$ cat src/rtl/if_stage_pkg.sv
`default_nettype none
// +----------------------------------------------------------------------------
// | if_stage_pkg : shared RISC-V widths, NOP encoding and fetch-queue entry type
// | Rev 1.0
// +----------------------------------------------------------------------------
package if_stage_pkg;

  localparam int unsigned c_XLEN = 64;
  localparam int unsigned c_ILEN = 32;
  localparam logic [31:0] c_NOP  = 32'h0000_0013;

  typedef struct packed {
    logic [c_XLEN-1:0] pc;
    logic [c_ILEN-1:0] inst;
    logic              filled;
  } fq_entry_t;

endpackage
`default_nettype wire

$ cat src/rtl/if_stage_fetch_queue.sv
`default_nettype none
// +----------------------------------------------------------------------------
// | if_stage_fetch_queue : in-order queue of outstanding fetches (alloc/fill/deq)
// | Rev 1.0
// +----------------------------------------------------------------------------
module if_stage_fetch_queue
  import if_stage_pkg::*;
#(
  parameter int FQ_DEPTH = 4
) (
  input  logic                      clk,
  input  logic                      rst,
  input  logic                      alloc_i,
  input  logic [c_XLEN-1:0]         alloc_pc_i,
  input  logic                      fill_i,
  input  logic [c_ILEN-1:0]         fill_inst_i,
  input  logic                      deq_i,
  input  logic                      flush_i,
  output logic [$clog2(FQ_DEPTH):0] count_o,
  output logic [$clog2(FQ_DEPTH):0] unfilled_count_o,
  output fq_entry_t                 head_o
);

  localparam int PW = $clog2(FQ_DEPTH);
  localparam int CW = PW + 1;

  fq_entry_t       entry_q [FQ_DEPTH];
  logic [PW-1:0]   alloc_ptr_q;
  logic [PW-1:0]   fill_ptr_q;
  logic [PW-1:0]   head_ptr_q;
  logic [CW-1:0]   count_q;
  logic [CW-1:0]   unfilled_q;

  // Entries head..fill-1 are filled, fill..alloc-1 await data; the top never
  // allocates into a full queue, so alloc and fill never target the same slot.
  always_ff @(posedge clk) begin
    if (rst) begin
      alloc_ptr_q <= '0;
      fill_ptr_q  <= '0;
      head_ptr_q  <= '0;
      count_q     <= '0;
      unfilled_q  <= '0;
      for (int i = 0; i < FQ_DEPTH; i++) begin
        entry_q[i] <= '{pc: '0, inst: c_NOP, filled: 1'b0};
      end
    end else if (flush_i) begin
      alloc_ptr_q <= '0;
      fill_ptr_q  <= '0;
      head_ptr_q  <= '0;
      count_q     <= '0;
      unfilled_q  <= '0;
      for (int i = 0; i < FQ_DEPTH; i++) begin
        entry_q[i].filled <= 1'b0;
      end
    end else begin
      if (alloc_i) begin
        entry_q[alloc_ptr_q].pc     <= alloc_pc_i;
        entry_q[alloc_ptr_q].filled <= 1'b0;
        alloc_ptr_q                 <= alloc_ptr_q + PW'(1);
      end
      if (fill_i) begin
        entry_q[fill_ptr_q].inst   <= fill_inst_i;
        entry_q[fill_ptr_q].filled <= 1'b1;
        fill_ptr_q                 <= fill_ptr_q + PW'(1);
      end
      if (deq_i) begin
        head_ptr_q <= head_ptr_q + PW'(1);
      end
      count_q    <= count_q + CW'(alloc_i) - CW'(deq_i);
      unfilled_q <= unfilled_q + CW'(alloc_i) - CW'(fill_i);
    end
  end

  assign count_o          = count_q;
  assign unfilled_count_o = unfilled_q;
  assign head_o           = entry_q[head_ptr_q];

endmodule
`default_nettype wire

$ cat src/rtl/if_stage.sv
`default_nettype none
// +----------------------------------------------------------------------------
// | if_stage : RV64 fetch stage - PC, request gating, stale-response drop, redirect
// | Rev 1.0
// +----------------------------------------------------------------------------
module if_stage
  import if_stage_pkg::*;
#(
  parameter logic [63:0] RESET_PC = 64'h0000_0000_8000_0000,
  parameter int          FQ_DEPTH = 4
) (
  input  logic        clk,
  input  logic        rst,
  output logic        imem_req_valid,
  input  logic        imem_req_ready,
  output logic [63:0] imem_req_addr,
  input  logic        imem_resp_valid,
  input  logic [31:0] imem_resp_data,
  input  logic        redirect_valid,
  input  logic [63:0] redirect_pc,
  output logic        id_valid,
  input  logic        id_ready,
  output logic [63:0] id_pc,
  output logic [31:0] id_inst
);

  localparam int          CW         = $clog2(FQ_DEPTH) + 1;
  localparam logic [CW:0] c_FQ_DEPTH = (CW+1)'(FQ_DEPTH);

  logic [63:0]   pc_q, pc_d;
  logic [CW-1:0] drop_cnt_q, drop_cnt_d;
  logic [CW-1:0] fq_count;
  logic [CW-1:0] fq_unfilled;
  fq_entry_t     fq_head;
  logic          accept;
  logic          fill;
  logic          deq;
  logic [CW:0]   slots_used;

  // Stale in-flight responses still hold a slot until they come back.
  assign slots_used     = {1'b0, fq_count} + {1'b0, drop_cnt_q};
  assign imem_req_valid = !rst && !redirect_valid && (slots_used < c_FQ_DEPTH);
  assign imem_req_addr  = pc_q;
  assign accept         = imem_req_valid && imem_req_ready;

  assign id_valid = (fq_count != '0) && fq_head.filled;
  assign id_pc    = fq_head.pc;
  assign id_inst  = fq_head.inst;
  assign deq      = id_valid && id_ready && !redirect_valid;
  assign fill     = imem_resp_valid && !redirect_valid && (drop_cnt_q == '0);

  always_comb begin
    pc_d       = pc_q;
    drop_cnt_d = drop_cnt_q;
    if (redirect_valid) begin
      pc_d       = {redirect_pc[63:2], 2'b00};
      drop_cnt_d = drop_cnt_q + fq_unfilled - CW'(imem_resp_valid);
    end else begin
      if (accept) begin
        pc_d = pc_q + 64'd4;
      end
      if (imem_resp_valid && (drop_cnt_q != '0)) begin
        drop_cnt_d = drop_cnt_q - CW'(1);
      end
    end
  end

  always_ff @(posedge clk) begin
    if (rst) begin
      pc_q       <= RESET_PC;
      drop_cnt_q <= '0;
    end else begin
      pc_q       <= pc_d;
      drop_cnt_q <= drop_cnt_d;
    end
  end

  if_stage_fetch_queue #(
    .FQ_DEPTH (FQ_DEPTH)
  ) u_fetch_queue (
    .clk              (clk),
    .rst              (rst),
    .alloc_i          (accept),
    .alloc_pc_i       (pc_q),
    .fill_i           (fill),
    .fill_inst_i      (imem_resp_data),
    .deq_i            (deq),
    .flush_i          (redirect_valid),
    .count_o          (fq_count),
    .unfilled_count_o (fq_unfilled),
    .head_o           (fq_head)
  );

`ifndef SYNTHESIS
  always_ff @(posedge clk) begin
    if (!rst) begin
      assert (!(imem_resp_valid && (drop_cnt_q == '0) && (fq_unfilled == '0)))
        else $error("if_stage: memory response with no outstanding request");
    end
  end
`endif

endmodule
`default_nettype wire

$ cat config.mk
export PLATFORM = sky130hd
export DESIGN_NAME = if_stage
export DESIGN_NICKNAME = d
export VERILOG_FILES = /design/src/rtl/if_stage_pkg.sv /design/src/rtl/if_stage_fetch_queue.sv /design/src/rtl/if_stage.sv
export SDC_FILE = /design/constraint.sdc
export NUM_CORES = 1
export LEC_CHECK = 0
export ABC_CLOCK_PERIOD_IN_PS = 3600
export BUFFER_PORTS_ARGS = -buffer_cell sky130_fd_sc_hd__buf_2
export CORE_AREA = 10 10 231 233
export DETAILED_ROUTE_END_ITERATION = 7
export DIE_AREA = 0 0 241 243
export PLACE_DENSITY = 0.66
export SLEW_MARGIN = 20
export SYNTH_ARGS = -nofsm -noshare
export SYNTH_HDL_FRONTEND = slang
export SYNTH_HIERARCHICAL = 1
export SYNTH_SLANG_ARGS = --single-unit
$ cat constraint.sdc
create_clock -name clk -period 3.6 [get_ports clk]
set_input_delay 0.18 -clock clk [delete_from_list [all_inputs] [get_ports clk]]
set_output_delay 0.18 -clock clk [all_outputs]
set_load 0.01 [all_outputs]
Yosys cells after proc, flatten, opt, wreduce, memory -nomap -nowiden
Memory sizes are Yosys's and may differ from the RTL's. A register that Yosys moved wholly into a read port is not among the register bits.
Index checks and enable logic that the tools add are counted.
{"block": "totals", "inputBits": 102, "out_inout_bits": 162, "regBits": 79, "ramBits": 388, "wordCells": 74, "memories": 1}
{"block": "classes", "add_sub_neg": 12, "n_bitwise": 4, "n_reduce_logical": 19, "n_lt_le_gt_ge": 1, "n_mux": 29}
{"name": "u_fetch_queue.entry_q", "depth": 4, "width": 97, "rd": 1, "rd_ports_with_merged_regs": 1, "wr": 4, "line": "if_stage_fetch_queue.sv:27", "text": "fq_entry_t entry_q [FQ_DEPTH];"}
{"op": "two-way mux 97 bit", "n": 2}
{"op": "OR reduction 97 bit", "n": 2}
{"op": "two-way mux 64 bit", "n": 2}
{"op": "adder 64 x 3 -> 64 bit, second input constant", "n": 1}
{"op": "two-way mux 1 bit", "n": 17}
{"op": "two-way mux 3 bit", "n": 4}
{"op": "logical AND 1 bit", "n": 9}
{"op": "subtractor 3 x 1 -> 3 bit", "n": 3}
{"op": "two-way mux 2 bit", "n": 4}
{"op": "adder 2 x 1 -> 2 bit, second input constant", "n": 3}
{"op": "adder 3 x 1 -> 3 bit", "n": 2}
{"op": "nonzero test 3 bit", "n": 2}
{"op": "adder 3 x 3 -> 4 bit", "n": 1}
{"op": "less-than comparator 4 x 3 -> 1 bit, second input constant", "n": 1}
{"op": "bitwise OR 1 bit", "n": 4}
{"op": "nonzero test 2 bit", "n": 2}
{"op": "adder 3 bit", "n": 1}
{"op": "zero test 3 bit", "n": 1}
{"op": "subtractor 3 x 1 -> 3 bit, second input constant", "n": 1}
{"op": "zero test 1 bit", "n": 2}
{"op": "OR reduction 2 bit", "n": 1}

Depth between registers and ports, before layout
{"block": "depth", "ltp_word": 10, "ltp_mapped": 11, "ltp_nobuf": 10}

Hierarchy
The synthesis kept the hierarchy.
{"module": "if_stage_fetch_queue", "cells_per_inst": 1023, "seq_area_each_um2": 11891.4, "area_per_inst_um2": 17533.1, "instances": 1}
{"module": "if_stage", "cells_per_inst": 548, "seq_area_each_um2": 1301.2, "area_per_inst_um2": 4146.5, "instances": 1}

Worst setup path after synthesis
No wires, ideal clock.
{"block": "synth_timing", "path_kind": "register to register", "startpoint": "register drop_cnt_q[2]", "endpoint": "memory u_fetch_queue/entry_q[0][33] (netlist bit) (enable)", "stages_incl_launch_ff": 10, "setup_time_ns": 0.394, "period_less_slack_ns": 3.663, "arrival_ns": 3.269, "required_ns": 3.206, "n_path_buf": 3, "path_slack_ns": -0.063, "cell_sequence": "dfxtp_1 -> ha_1 -> nor3_1 -> nand4_1 -> clkinv_1 -> clkbuf_1 -> buf_1 -> nor4bb_4 -> buf_4 -> or2_2"}
{"element": "start: declaration", "line": "if_stage.sv:31", "text": "logic [CW-1:0] drop_cnt_q, drop_cnt_d;"}
{"element": "start signal: assignment", "line": "if_stage.sv:74", "text": "drop_cnt_q <= drop_cnt_d;"}
{"element": "end: declaration", "line": "if_stage_fetch_queue.sv:27"}

==> reports/metrics.cfg <==
[status]
status=completed

[power]
power_frac_comb_pct=8.2
seqPwrFrac_pct=50.9
p_clk_share_pct=40.9
p_int_mw=9.36
p_sw_share_pct=23.6
peakVddDrop_mv=0.334
p_switching_mw=2.88
power_density_mw_per_mm2=469
leakagePower_nw=9.88

[sta]
rsz0062_at_grt=no
setup_viol=0
fmax_ghz=0.310
tns_ns=0
relSlewSlack_pct=33.8
fin_crit_sh_pct=89.5
fin_crit_ns=3.22
worst_pin_slew_ns=0.993
worst_clock_skew_ns=0.0263
timing.final.hold_violations=0
drv_slew=0

[logic_synthesis]
synth_common_cells=edfxtp_1, and2_1, mux4_2
synth.top_cell.area_share_pct=53.2
ys.flop_type=edfxtp_1
synth_cell_type_count=74
synthCells=1571
yosys-top-cells-area=edfxtp_1, and2_1, mux4_2, dfxtp_1, ha_1
synth.ff_latch_count=467
ys_seq_area_share_pct=60.9
syn_area_mm2=0.0217
async_flop_share_pct=0
synth.avg_cell_area_um2=13.8
synth_edf_count=384
synth_most_common_cell=edfxtp_1
yosys_warnings=6
yosysTopAreaCell=edfxtp_1

[setup_path]
r2r_cells=7
crit_path_frequent_cell=buf_4
crit_type=flip-flop to output pin
reg2reg_slack_ns=0.63
critPathMaxFanout=56
cp-end-kind=output pin
crit_required_ns=3.42
r2r_start=imem_req_addr[20]
cpMaxStageDelayCell=buf_4
slowest_delay_ns=0.86
r2r-end=imem_req_addr[53]
critical_path_arrival_ns=3.04
cp-start-kind=flip-flop
critical_path.cell_chain=buf_4 -> buf_4 -> mux4_2 -> buf_2

[clock_tree]
numCtsBuffers=49
root_buffer=clkbuf_16
cts_resized=0
insertion_delay_ns=0.60
cts_setup_buffers=0
cts_hold_buf=94
clk_pin_slew_ns=0.06
cts_tree=done
h-tree-depth=2
clock_path_buffers=3
clkSinkCount=467

[floorplanning]
fp.dieW_um=241
die_area_mm2=0.0586
core_area_mm2=0.0486
initial_core_util_pct=44.6
num_rows=81
io_pins=264
die_h_um=243

[drt]
route.vias.total=14400
detail_route.iter0.violations=1191
routedWlPerCell_um=23.5
drc=0
wirelength_mm=60.6
dr.pass1.iters=6
via_per_inst=5.56
detail-route-antenna-nets=0

[place]
gp_congestion=0.873
numPortBuffers=259
hpwl_mm=37.1

[layout]
drive_gt1_share_pct=25.3
postLayoutCoreUtil_pct=53.7
fin_nets=2043
areaGrowthSynthToFinish_pct=20.4

[grt]
track_usage_pct=20.5
grt_pass1_wl_mm=92.2
grt-ovfl-total=0
grt_max_degree=97
grt_antenna_before_repair=0
grt_pass1_vias=14800

[worst_hold_path]
worstHoldPathType=input pin to flip-flop
hold_depth=4
hp-start=redirect_pc[61]
worstHoldEndpoint=imem_req_addr[61]

[job]
maxCapViolCount=0

-- power groups by stage --
stage | registers, mW | logic (mW) | clock network [mW]
after floorplan | 6.30 | 0.502 | 0
after global placement | 6.33 | 0.908 | 0
after detailed placement | 6.35 | 0.918 | 0
after CTS | 6.23 | 1.01 | 5.12
after global routing | 6.26 | 1.09 | 5.32
final | 6.23 | 1.00 | 5.01
-- layout make-up --
type / instances / area, µm²
Antenna cell: 1 / 2.50
Multi-Input combinational cell: 987 / 7910
Clock buffer: 64 / 1310
Clock inverter: 28 / 268
Sequential cell: 467 / 13200
Fill cell: 4034 / 22500
Inverter: 29 / 109
Timing Repair Buffer: 384 / 2530
Tap cell: 622 / 778
-- metal layers --
metal | vias to the layer above | part of all wire, % | global-route usage [%]
met1 | 7228 | 40 | 26.4
met5 | - | 0 | 0
met4 | 0 | 2.2 | 5.60
met3 | 87 | 8.2 | 4.82
li1 | 6492 | - | -
met2 | 545 | 49 | 34.1
-- metrics by stage --
step           hold slack [ns]  total power, mW  cells  worst slack [ns]  instance area (µm²)
6_report                0.0394             12.2   2582             0.379                26100
4_1_cts                0.00567             12.4   2581             0.301                26100
5_1_grt                 0.0671             12.7   2581             0.261                26100
2_1_floorplan            0.289             6.80   1580             0.252                21700
3_5_place_dp             0.412             7.27   2395             0.715                23600
3_3_place_gp             0.406             7.24   2395             0.757                23600
-- placed cells by master (no fill, tap or decap), drive strengths merged, types with 6 or more instances in the layout --
cell,count
or4,6
xnor2,23
mux2i,7
xor2,7
inv,31
clkinv,22
nor4,12
or2,10
a211oi,9
clkbuf,64
dfxtp,83
ha,20
o211ai,11
buf,290
and3,18
dlygate4sd3,94
and4bb,7
mux4,97
nand3,46
nor2,59
edfxtp,384
nand4,31
o21ai,17
nor3,20
a31oi,11
a21oi,33
nand2,63
conb,10
and2,382
or3,6
nand2b,18
-- critical path: cells and delay by family, from the launching register on --
kind	cells	cell delay (ns)
buffers and inverters	3	1.56
flip-flops	1	0.34
multiplexers	1	0.47
-- logic make-up after synthesis --
| logic type | count (synthesis) | share of synthesized area, % |
|---|---|---|
| AND/OR/NAND/NOR | 697 | 19.3 |
| flip-flops | 467 | 60.9 |
| buffers and inverters | 126 | 2.90 |
| AO/OA/AOI/OAI | 120 | 3.65 |
| multiplexers | 105 | 10.5 |
| XOR/XNOR | 32 | 1.43 |
| adder cells (fa/ha/maj) | 23 | 1.43 |
| other | 1 | 0.0173 |
-- how the worst max path moves through the flow --
stage / from / endpoint / slack (ns)
6_report: flip-flop / id_pc[12] / 0.38
3_3_place_gp: imem_req_addr[20] / imem_req_addr[53] / 0.76
2_1_floorplan: drop_cnt_q[2] / u_fetch_queue/entry_q[0][33] / 0.25
4_1_cts: flip-flop / id_pc[2] / 0.30
3_5_place_dp: imem_req_addr[28] / imem_req_addr[53] / 0.72
5_1_grt: flip-flop / id_pc[2] / 0.26
-- registers in the layout, summed over array words and instances (netlist names), named ones only --
name	flops
drop_cnt_q	3
u_fetch_queue/unfilled_count_o	3
imem_req_addr	62
u_fetch_queue/alloc_ptr_q	2
u_fetch_queue/count_o	3
u_fetch_queue/entry_q	388
u_fetch_queue/head_ptr_q	2
u_fetch_queue/fill_ptr_q	2
Note: power is estimated with default switching activity, not from simulation.
